===== src/rtl/readout_serial_scheduler.sv =====
// Round-robin scheduler sharing one parallel-to-serial lane between NUM_REQ readout sources.
// Optional feature macro: READOUT_PARITY_EN adds a one-cycle even-parity state after each shift window.
module readout_serial_scheduler #(
    parameter int WIDTH_INPUT = 128,
    parameter int NUM_REQ     = 4,
    parameter int GAP_CYCLES  = 2
) (
    input  logic                                          CLK,
    input  logic                                          RST,
    input  logic                                          en,
    input  logic [NUM_REQ-1:0]                            req,
    input  logic [NUM_REQ*WIDTH_INPUT-1:0]                req_data,
    output logic [NUM_REQ-1:0]                            grant,
    output logic                                          ser_load,
    output logic [WIDTH_INPUT-1:0]                        ser_data,
    output logic                                          ser_valid,
    output logic                                          frame_start,
    output logic [((NUM_REQ > 1) ? $clog2(NUM_REQ) : 1)-1:0] frame_id,
    output logic                                          busy
`ifdef READOUT_PARITY_EN
    ,
    output logic                                          parity_bit,
    output logic                                          parity_valid
`endif
);

    localparam int ID_W  = (NUM_REQ > 1) ? $clog2(NUM_REQ) : 1;
    localparam int CNT_W = (WIDTH_INPUT > 1) ? $clog2(WIDTH_INPUT) : 1;
    localparam int GAP_W = (GAP_CYCLES > 1) ? $clog2(GAP_CYCLES) : 1;

    typedef enum logic [2:0] {
        S_IDLE,
        S_LOAD,
        S_SHIFT,
`ifdef READOUT_PARITY_EN
        S_PARITY,
`endif
        S_GAP
    } state_t;

    // With no gap configured the frame returns straight to IDLE after the data phase.
    localparam state_t POST_SHIFT = (GAP_CYCLES > 0) ? S_GAP : S_IDLE;

    state_t                   state_q;
    logic [ID_W-1:0]          rr_ptr_q;
    logic [CNT_W-1:0]         bit_cnt_q;
    logic [GAP_W-1:0]         gap_cnt_q;
    logic [NUM_REQ-1:0]       grant_q;
    logic                     ser_load_q;
    logic [WIDTH_INPUT-1:0]   ser_data_q;
    logic                     ser_valid_q;
    logic                     frame_start_q;
    logic [ID_W-1:0]          frame_id_q;
    logic                     busy_q;
`ifdef READOUT_PARITY_EN
    logic                     parity_bit_q;
    logic                     parity_valid_q;
`endif

    logic [2*NUM_REQ-1:0]     req_double_d;
    logic [NUM_REQ-1:0]       req_rot_d;
    logic [ID_W-1:0]          offset_d;
    logic [ID_W:0]            sum_d;
    logic [ID_W-1:0]          winner_d;
    logic [ID_W-1:0]          rr_next_d;
    logic [WIDTH_INPUT-1:0]   sel_data_d;

    // Rotate requests so bit 0 is the source at rr_ptr, take the lowest set bit, then rotate back.
    always_comb begin
        req_double_d = {req, req} >> rr_ptr_q;
        req_rot_d    = req_double_d[NUM_REQ-1:0];
        offset_d     = '0;
        for (int i = NUM_REQ - 1; i >= 0; i--) begin
            if (req_rot_d[i]) begin
                offset_d = ID_W'(i);
            end
        end
        sum_d = {1'b0, rr_ptr_q} + {1'b0, offset_d};
        if (sum_d >= (ID_W + 1)'(NUM_REQ)) begin
            sum_d = sum_d - (ID_W + 1)'(NUM_REQ);
        end
        winner_d  = sum_d[ID_W-1:0];
        rr_next_d = (winner_d == ID_W'(NUM_REQ - 1)) ? '0 : winner_d + 1'b1;
        sel_data_d = '0;
        for (int k = 0; k < NUM_REQ; k++) begin
            if (winner_d == ID_W'(k)) begin
                sel_data_d = req_data[k*WIDTH_INPUT +: WIDTH_INPUT];
            end
        end
    end

    // Outputs are registered one state ahead so they are valid during the state they describe.
    always_ff @(posedge CLK) begin
        if (RST) begin
            state_q        <= S_IDLE;
            rr_ptr_q       <= '0;
            bit_cnt_q      <= '0;
            gap_cnt_q      <= '0;
            grant_q        <= '0;
            ser_load_q     <= 1'b0;
            ser_data_q     <= '0;
            ser_valid_q    <= 1'b0;
            frame_start_q  <= 1'b0;
            frame_id_q     <= '0;
            busy_q         <= 1'b0;
`ifdef READOUT_PARITY_EN
            parity_bit_q   <= 1'b0;
            parity_valid_q <= 1'b0;
`endif
        end else begin
            grant_q       <= '0;
            ser_load_q    <= 1'b0;
            frame_start_q <= 1'b0;
`ifdef READOUT_PARITY_EN
            parity_valid_q <= 1'b0;
`endif
            case (state_q)
                S_IDLE: begin
                    if (en && |req) begin
                        state_q       <= S_LOAD;
                        grant_q       <= NUM_REQ'(1) << winner_d;
                        ser_load_q    <= 1'b1;
                        frame_start_q <= 1'b1;
                        ser_data_q    <= sel_data_d;
                        frame_id_q    <= winner_d;
                        rr_ptr_q      <= rr_next_d;
                        busy_q        <= 1'b1;
                    end
                end
                S_LOAD: begin
                    state_q     <= S_SHIFT;
                    ser_valid_q <= 1'b1;
                    bit_cnt_q   <= '0;
                end
                S_SHIFT: begin
                    bit_cnt_q <= bit_cnt_q + 1'b1;
                    if (bit_cnt_q == CNT_W'(WIDTH_INPUT - 1)) begin
                        ser_valid_q <= 1'b0;
`ifdef READOUT_PARITY_EN
                        state_q        <= S_PARITY;
                        parity_valid_q <= 1'b1;
                        parity_bit_q   <= ^ser_data_q;
`else
                        state_q   <= POST_SHIFT;
                        busy_q    <= (GAP_CYCLES > 0);
                        gap_cnt_q <= '0;
`endif
                    end
                end
`ifdef READOUT_PARITY_EN
                S_PARITY: begin
                    state_q   <= POST_SHIFT;
                    busy_q    <= (GAP_CYCLES > 0);
                    gap_cnt_q <= '0;
                end
`endif
                S_GAP: begin
                    if (gap_cnt_q == GAP_W'(GAP_CYCLES - 1)) begin
                        state_q <= S_IDLE;
                        busy_q  <= 1'b0;
                    end else begin
                        gap_cnt_q <= gap_cnt_q + 1'b1;
                    end
                end
                default: begin
                    state_q <= S_IDLE;
                    busy_q  <= 1'b0;
                end
            endcase
        end
    end

    assign grant       = grant_q;
    assign ser_load    = ser_load_q;
    assign ser_data    = ser_data_q;
    assign ser_valid   = ser_valid_q;
    assign frame_start = frame_start_q;
    assign frame_id    = frame_id_q;
    assign busy        = busy_q;
`ifdef READOUT_PARITY_EN
    assign parity_bit   = parity_bit_q;
    assign parity_valid = parity_valid_q;
`endif

endmodule


===== config.mk =====
export PLATFORM = sky130hd
export DESIGN_NAME = readout_serial_scheduler
export DESIGN_NICKNAME = d
export VERILOG_FILES = /design/src/rtl/readout_serial_scheduler.sv
export SDC_FILE = /design/constraint.sdc
export NUM_CORES = 1
export LEC_CHECK = 0
export BUFFER_PORTS_ARGS = -buffer_cell sky130_fd_sc_hd__buf_4
export CORE_AREA = 2 2 253 255
export DETAILED_ROUTE_END_ITERATION = 7
export DIE_AREA = 0 0 255 257
export GPL_ROUTABILITY_DRIVEN = 0
export GPL_TIMING_DRIVEN = 0
export PLACE_DENSITY = 0.39
export SLEW_MARGIN = 20
export SYNTH_ARGS = -nofsm -noshare
export SYNTH_HDL_FRONTEND = slang
export SYNTH_SLANG_ARGS = --single-unit
export TNS_END_PERCENT = 5

===== constraint.sdc =====
create_clock -name CLK -period 3.33 [get_ports CLK]
set_input_delay 0.4995 -clock CLK [delete_from_list [all_inputs] [get_ports CLK]]
set_output_delay 0.4995 -clock CLK [all_outputs]
set_load 0.05 [all_outputs]

==> results.sh, run 1 <==
export IMPL_netlist_cell_type_count=39
export IMPL_grt_pass1_wl_um=90900
export IMPL_cts_root_buf="clkbuf_16"
export IMPL_cp_max_fo=8
export IMPL_fmax_mhz=308
export IMPL_synth_main_ff_cell="dfxtp_1"
export IMPL_overflow=0
export IMPL_ioPinCount=657
export IMPL_synth_edf_count=0
export IMPL_yosysWarnings=0
export IMPL_insertion_delay_ns=0.49
export IMPL_clock_skew_final_ns=0.0109
export IMPL_antenna_found_initial=3
export IMPL_start_util_pct=16.0
export IMPL_max_cap_violations=0
export IMPL_cpMaxStageDelayCell="dfxtp_2"
export IMPL_clockBufferDepth=2
export IMPL_post_place_cells=2797
export IMPL_worst_slew_pin_slew_ns=0.794
export IMPL_worstPathCellList="buf_6, o311a_1, o211ai_1, ha_2, xnor2_2, xnor2_2, buf_4, inv_2, ha_4, clkbuf_16, clkbuf_16, a221oi_1, nor3_1, a211oi_2, nor3_2"
export IMPL_fp_dieH_um=257
export IMPL_first_iter_violations=583
export IMPL_coreArea_sq_um=62700
export IMPL_post_dp_hpwl_um=51800
export IMPL_fin_nets=2513
export IMPL_die_x_um=255
export IMPL_num_rows=92
export IMPL_synth_fp_nets=1827
export IMPL_cp_required_ns=3.67
export IMPL_startpoint_type="flip-flop"
export IMPL_arrival_ns=3.58
export IMPL_rsz0062_at_grt="yes"
export IMPL_drc=0
export IMPL_synth_area_leaders="dfxtp_1 (30%), nor2b_1 (16%), a221oi_1 (11%), nor3_1 (11%), a211oi_1 (9.7%)"
export IMPL_critPathMaxStageDelay_ns=0.33
export IMPL_grt_util_all_layers_pct=19.3
export IMPL_clk_pin_slew_ns=0.08
export IMPL_area_delta_synth_final_pct=86.4
export IMPL_final_cells=2844
export IMPL_cts_max_level=4
export IMPL_ys_async_sr_fraction_pct=0
export IMPL_maxSlewViolCount=0
export IMPL_fin_util_pct=29.8
export IMPL_synth_seq_cells=149
export IMPL_cts_tree="done"
export IMPL_synthCells=1297
export IMPL_cts_buffers=17
export IMPL_totalWireLength_um=65300
export IMPL_yosysSeqAreaShare_pct=29.8
export IMPL_period_share_pct=97.4
export IMPL_status="completed"
export IMPL_die_area_sq_um=65500
export IMPL_syn_area_per_cell_sq_um=7.72
export IMPL_ant_nets=0
export IMPL_final_setup_viol_count=0
export IMPL_yosysMostFrequentCell="nor2b_1"
export IMPL_clock_sinks=149
export IMPL_layout_min_cycle_time_ns=3.24
export IMPL_final_hold_viol_count=0
export IMPL_layout_drive_gt1_share_pct=55.1
export IMPL_synth_common_cells="nor2b_1 (256), nor3_1 (215), dfxtp_1 (149), nor2_1 (147), a211oi_1 (130)"
export IMPL_syn_area_sq_um=10000
export IMPL_relSlewSlack_pct=47.1
export IMPL_numPortBuffers=653
export IMPL_end_kind="flip-flop"
export IMPL_wl_per_cell_um=23.0
export IMPL_vias=12800
export IMPL_viasPerCell=4.50
export IMPL_crit_type="reg2reg"
export IMPL_dr_pass1_iters=6
export IMPL_first_global_vias=13400
export IMPL_dpl_cell_area_sq_um=16000
export IMPL_grt_max_degree=17
export IMPL_hp_class="in2reg"
export IMPL_final_area_sq_um=18700
export IMPL_postCtsHoldBufs=0
export IMPL_yosysTopAreaCell="dfxtp_1"
export IMPL_yosysTopAreaCellShare_pct=29.8
-- state kept, by name, summed over array words and instances (netlist names) --
signal and cells:
grant 4, gap_cnt_q 1, ser_valid 1, state_q 2, rr_ptr_q 2, ser_data 128
bit_cnt_q 7, busy 1, frame_id 2, frame_start 1
-- logic make-up after synthesis --
logic type                 share of synthesized area [%]
DFF                                                 29.8
AOI/OAI and AO/OA                                   22.6
adders and majority gates                           1.37
and+or+nand+nor                                     38.2
xor gates and xnor gates                           0.687
buffers and inverters                               7.05
muxes                                              0.300
-- layout make-up --
cell class	instances	area, sq um
Timing Repair Buffer	669	5110
Antenna cell	2	5.00
Clock inverter	14	156
Buffer	146	1190
Tap cell	846	1060
Multi-Input combinational cell	989	7680
Inverter	11	41.3
Sequential cell	149	2980
Clock buffer	18	439
Fill cell	6839	44100
-- metal layers --
| layer | GRT usage (%) | routed length (um) |
|---|---|---|
| met5 | 0 | 0 |
| met2 | 33.7 | 32500 |
| met3 | 4.97 | 4370 |
| met1 | 22.2 | 26200 |
| met4 | 7.78 | 2210 |
-- path summary, 6_finish.rpt --
path / from / end / slack (ns) / cells after the start
worst max-delay path: rr_ptr_q[0] / ser_data[58] / 0.09 / 15
worst min-delay path: req_data[404] / ser_data[20] / 0.29 / 3
worst max register to register: rr_ptr_q[0] / ser_data[58] / 0.09 / 15
worst min register to register: frame_id[0] / frame_id[0] / 0.47 / 2
-- layout by cell type (no fill, tap or decap), types with 4 or more instances in the layout --
| master | instances |
|---|---|
| dfxtp_1 | 148 |
| clkbuf_2 | 15 |
| clkbuf_8 | 11 |
| clkbuf_4 | 23 |
| nor2_1 | 147 |
| buf_4 | 682 |
| clkbuf_16 | 22 |
| a221oi_1 | 37 |
| a21oi_1 | 7 |
| nor3_2 | 100 |
| buf_6 | 18 |
| ha_1 | 7 |
| inv_1 | 9 |
| buf_12 | 4 |
| a221oi_4 | 8 |
| clkbuf_1 | 24 |
| a211oi_1 | 64 |
| a221oi_2 | 83 |
| buf_8 | 6 |
| a211oi_2 | 65 |
| nand2b_1 | 4 |
| nor2b_1 | 253 |
| nor3_1 | 157 |
| buf_2 | 25 |
| nand2_1 | 10 |
| inv_6 | 8 |
-- worst max-delay path: cells and delay by family, from the launching register on --
kind | cells | cell delay (ns)
compound gates | 4 | 1.07
xor+xnor | 2 | 0.38
fa+ha+maj | 2 | 0.43
buf+inv | 5 | 0.69
flops | 1 | 0.33
simple gates | 2 | 0.18
-- timing repair --
item                                    4_1_cts  5_1_grt
pin swaps                                    28       54
gates cloned                                  5        0
buffers inserted                             11        0
gates resized for setup                     276      195
endpoints found under the setup margin      129      128
-- through the flow --
stage	worst slack [ns]	TNS (ns)	hold slack, ns
3_5_place_dp	-1.63	-141.60	0.462
2_1_floorplan	0.154	0	0.478
6_report	0.0870	0	0.291
3_3_place_gp	-2.16	-170.03	0.452
5_1_grt	-0.100	-2.11	0.282
4_1_cts	0.0367	0	0.250
Power of run 1 is not shown: default switching activity piles up to over one toggle a cycle in this logic, so the estimate is an artifact.
==> inputs of run 2 (changes only) <==
Settings changed: REMOVE_ABC_BUFFERS set to 1.
==> run 2 against run 1 <==
Against the previous run: cell count shrank 3.4%; flip-flop and latch count is the same; global-route usage fell by 3.4 points; via count shrank 2.8%; non-clock buffer count decreased by 96; highest routed layer unchanged; cell area fell by 5.5%; fmax fell by 0.91%; die area stayed put; routed wire length shrank 15%; clock-buffer cell count is 3 higher.
==> results.sh, run 2 (same netlist as run 1, synthesis figures left out) <==
export IMPL_cp_max_fo=8
export IMPL_worst_slack_ns=0.0573
export IMPL_grt_util_all_layers_pct=15.9
export IMPL_layout_drive_gt1_share_pct=45.9
export IMPL_ant_nets=0
export IMPL_ioPinCount=657
export IMPL_rsz0062_at_grt="yes"
export IMPL_mostFrequentLayoutCell="buf_4"
export IMPL_fin_nets=2417
export IMPL_die_x_um=255
export IMPL_wl_per_cell_um=20.2
export IMPL_totalWireLength_um=55400
export IMPL_max_cap_violations=0
export IMPL_final_setup_viol_count=0
export IMPL_cts_max_level=4
export IMPL_clk_pin_slew_ns=0.07
export IMPL_vdd_drop_max_uv=825
export IMPL_overflow=0
export IMPL_end_kind="flip-flop"
export IMPL_final_hold_viol_count=0
export IMPL_insertion_delay_ns=0.48
export IMPL_first_iter_violations=644
export IMPL_clockBufferDepth=2
export IMPL_numPortBuffers=656
export IMPL_powerDensity_nw_per_um2=1460
export IMPL_final_area_sq_um=17600
export IMPL_coreArea_sq_um=62700
export IMPL_arrival_ns=3.62
export IMPL_worst_slew_pin_slew_ns=0.701
export IMPL_grt_max_degree=80
export IMPL_drc=0
export IMPL_vias=12400
export IMPL_maxSlewViolCount=0
export IMPL_antenna_found_initial=3
export IMPL_final_cell_mix="buf_4 (676), nor2b_1 (255), nor3_1 (210)"
export IMPL_post_place_cells=2671
export IMPL_num_rows=92
export IMPL_final_cells=2747
export IMPL_post_dp_hpwl_um=36900
export IMPL_tns_ns=0
export IMPL_relSlewSlack_pct=53.2
export IMPL_viasPerCell=4.53
export IMPL_fin_hold_ws_ns=0.328
export IMPL_fmax_mhz=306
export IMPL_postCtsHoldBufs=0
export IMPL_die_area_sq_um=65500
export IMPL_fp_dieH_um=257
export IMPL_cts_root_buf="clkbuf_16"
export IMPL_hp_class="in2reg"
export IMPL_dr_pass1_iters=5
export IMPL_startpoint_type="flip-flop"
export IMPL_status="completed"
export IMPL_dpl_cell_area_sq_um=15900
export IMPL_clock_sinks=149
export IMPL_crit_type="reg2reg"
export IMPL_cts_tree="done"
export IMPL_place_ws_ns=-1.51
export IMPL_clock_skew_final_ns=0.0165
export IMPL_area_delta_synth_final_pct=76.1
export IMPL_largest_reg_flops=128
export IMPL_layout_min_cycle_time_ns=3.27
export IMPL_cts_buffers=17
export IMPL_period_share_pct=98.3
export IMPL_first_global_vias=12100
export IMPL_start_util_pct=16.0
export IMPL_cp_required_ns=3.68
export IMPL_nFillCells=6821
export IMPL_grt_pass1_wl_um=78200
export IMPL_power_leakage_uw=0.00732
run 2: stage by stage:
stage                     power [uW]  utilization (%)
after global routing           27600             28.1
final                          25800             28.1
after CTS                      24800             27.4
after detailed placement       19900             25.4
after global placement         10500             24.4
after floorplan                10200                -
run 2: power by group:
| part | switching, uW | internal, uW | total, uW |
|---|---|---|---|
| logic | 12500 | 8300 | 20800 |
| clock network | 928 | 1200 | 2130 |
| registers | 402 | 2530 | 2930 |
run 2: routing by layer:
metal / share of wire, % / GRT usage (%) / up-vias
li1: - / - / 5942
met1: 41 / 18.3 / 5962
met2: 50 / 27.6 / 465
met3: 6.8 / 4.34 / 65
met4: 2.9 / 6.24 / 0
met5: 0 / 0 / -
run 2: worst max-delay path: stages, from the launching register on:
cell       delay [ns]
dfxtp_4          0.37
or4_1            0.51
o211ai_1         0.11
ha_2             0.22
xnor2_2          0.12
xnor2_2          0.15
buf_4            0.16
ha_4             0.19
buf_16           0.16
buf_16           0.17
clkbuf_16        0.19
nor2b_1          0.06
a221oi_1         0.27
nor3_1           0.09
a211oi_2         0.24
nor3_1           0.09
run 2: area by class of cell:
| type | instances | area, sq um | share of cell area, % |
|---|---|---|---|
| repair buffers | 719 | 6130 | 34.8 |
| multi-input cells | 989 | 6790 | 38.5 |
| inverters | 11 | 41.3 | 0.234 |
| well taps | 846 | 1060 | 6.00 |
| clock inverters | 11 | 139 | 0.788 |
| flip-flops and latches | 149 | 2990 | 16.9 |
| clock buffers | 21 | 480 | 2.72 |
| diodes | 1 | 2.50 | 0.0142 |
run 2: path summary, 6_finish.rpt:
kind | start | to | slack, ns | cells after the start
max | rr_ptr_q[0] | ser_data[81] | 0.06 | 15
min reg2reg | frame_id[0] | frame_id[0] | 0.46 | 2
min | req_data[442] | ser_data[58] | 0.33 | 3
max reg2reg | rr_ptr_q[0] | ser_data[81] | 0.06 | 15
run 2: what timing repair did:
action | 4_1_cts | 5_1_grt
buffers inserted | 18 | 12
resized for setup | 28 | 57
pin swaps | 6 | 14
gates cloned | 10 | 3
setup endpoints to repair | 128 | 90
Note: power is estimated with default switching activity, not from simulation.
==> inputs of run 3 (changes only) <==
Settings changed: PLACE_DENSITY 0.39 to 0.49, RECOVER_POWER set to 100.
==> run 3 against run 2 <==
Against the previous run: the flow now finishes with violations (negative setup slack); register-to-register slack got worse by 0.09 ns; utilization is 1.3 points lower; flip-flop and latch count is the same; critical endpoint is now ser_data[111]; clock skew shrank 0.0064 ns; hold slack improved by 0.025 ns; worst setup slack worse by 0.091 ns; clock-buffer cell count down 3; cell count decreased by 0.33%; critical path depth stayed put; clock power decreased by 4%.
==> results.sh, run 3 (same netlist as run 1, synthesis figures left out) <==
export IMPL_crit_type="reg2reg"
export IMPL_worstPathCellList="or4_1, o211ai_1, ha_2, xnor2_2, xnor2_2, buf_6, inv_2, ha_4, buf_8, buf_4, clkbuf_16, a221oi_2, nor3_1, a211oi_2, nor3_1"
export IMPL_worst_slew_pin_slew_ns=0.734
export IMPL_hp_start="req_data[430]"
export IMPL_final_cell_mix="buf_4 (526), nor2b_1 (251), nor3_1 (214)"
export IMPL_post_dp_hpwl_um=33500
export IMPL_area_delta_synth_final_pct=68.3
export IMPL_first_iter_violations=738
export IMPL_die_x_um=255
export IMPL_ioPinCount=657
export IMPL_rsz0062_at_grt="yes"
export IMPL_cts_max_level=4
export IMPL_m1WireLength_um=19900
export IMPL_path_buf_inv=5
export IMPL_start_util_pct=16.0
export IMPL_drc=0
export IMPL_wl_per_cell_um=18.7
export IMPL_final_hold_viol_count=0
export IMPL_grt_pass1_wl_um=68400
export IMPL_vias=12400
export IMPL_power_leakage_uw=0.00663
export IMPL_startpoint_type="flip-flop"
export IMPL_cp_required_ns=3.67
export IMPL_wl_met2_um=25600
export IMPL_violations="negative setup slack"
export IMPL_fin_hold_ws_ns=0.353
export IMPL_num_rows=92
export IMPL_dr_pass1_iters=5
export IMPL_reg2reg_from="rr_ptr_q[0]"
export IMPL_final_setup_viol_count=1
export IMPL_grt_max_degree=86
export IMPL_fin_util_pct=26.9
export IMPL_mostFrequentLayoutCell="buf_4"
export IMPL_insertion_delay_ns=0.46
export IMPL_period_share_pct=101
export IMPL_status="complete, but fails checks"
export IMPL_end_kind="flip-flop"
export IMPL_hp_class="in2reg"
export IMPL_relSlewSlack_pct=51.3
export IMPL_fmax_mhz=297
export IMPL_worst_slack_ns=-0.0335
export IMPL_clk_pin_slew_ns=0.07
export IMPL_clock_skew_final_ns=0.0102
export IMPL_layout_drive_gt1_share_pct=37.4
export IMPL_fp_dieH_um=257
export IMPL_cpMaxStageDelayCell="or4_1"
export IMPL_totalWireLength_um=51200
export IMPL_layout_min_cycle_time_ns=3.36
export IMPL_cts_tree="done"
export IMPL_vdd_drop_max_uv=1340
export IMPL_critPathTopFamily="compound AO/OA/AOI/OAI gates"
export IMPL_coreArea_sq_um=62700
export IMPL_viasPerCell=4.53
export IMPL_cts_root_buf="clkbuf_16"
export IMPL_post_place_cells=2668
export IMPL_antenna_found_initial=2
export IMPL_numPortBuffers=656
export IMPL_clock_sinks=149
export IMPL_postCtsHoldBufs=0
export IMPL_clockBufferDepth=2
export IMPL_arrival_ns=3.70
export IMPL_first_global_vias=12000
export IMPL_fin_nets=2409
export IMPL_critPathMaxStageDelay_ns=0.53
export IMPL_powerDensity_nw_per_um2=1440
export IMPL_cp_max_fo=28
export IMPL_antenna_cells=0
export IMPL_place_ws_ns=-1.12
export IMPL_dr_wl_met3_um=3810
export IMPL_startpoint="rr_ptr_q[0]"
export IMPL_top_layer="met5"
export IMPL_max_cap_violations=0
export IMPL_grt_util_all_layers_pct=13.4
export IMPL_ant_nets=0
export IMPL_overflow=0
export IMPL_largest_reg_flops=128
export IMPL_die_area_sq_um=65500
export IMPL_maxSlewViolCount=0
export IMPL_final_cells=2738
export IMPL_cts_buffers=17
## run 3: cell types whose count changed in the layout (fill, tap and decap cells not counted), sizes merged
cell	previous run	this run
buf	711	561
clkbuf	24	167
bufbuf	5	1
inv	15	18
diode	1	0
## run 3: power breakdown
part,total (uW),switching [uW],internal (uW)
Combinational,19300,12100,7220
Sequential,2930,405,2530
Clock,2050,905,1140
## run 3: worst min-delay path: stages
cell      delay, ns
buf_4          0.08
a211oi_2       0.06
nor3_2         0.13
## run 3: through the flow
stage	instance area (sq um)	TNS, ns	power (uW)
global route	16800	-6.77	25900
CTS	16800	-0.264	22800
floorplan	9350	-509.28	10200
detailed placement	15800	-86.61	19400
finish	16800	-0.0335	24300
global placement	15300	-882.07	10700
## run 3: final cells by class
class / count / area (sq um)
tap: 846 / 1060
clock buffer: 18 / 439
inverter: 11 / 41.3
fill: 6921 / 45900
sequential: 149 / 2990
multi-input combinational: 989 / 6640
clock inverter: 14 / 164
timing repair buffer: 711 / 5520
## run 3: timing repair
action | CTS | global route
pin swaps | 3 | 6
hold endpoints to repair | 0 | 0
gates cloned | 2 | 15
gates resized for setup | 18 | 40
setup buffers | 13 | 8
endpoints found under the setup margin | 128 | 106
## run 3: worst paths after layout
check	slack (ns)	cells past startpoint	to
hold / removal	0.35	3	ser_data[46]
hold reg to reg	0.47	2	frame_id[0]
setup / recovery	-0.03	15	ser_data[111]
setup reg to reg	-0.03	15	ser_data[111]
## run 3: layer usage
metal  vias to the layer above  global-route usage, %
li1                       5931                      -
met1                      5801                   14.9
met2                       579                   23.4
met3                        88                   3.50
met4                         2                   6.84
met5                         -                      0
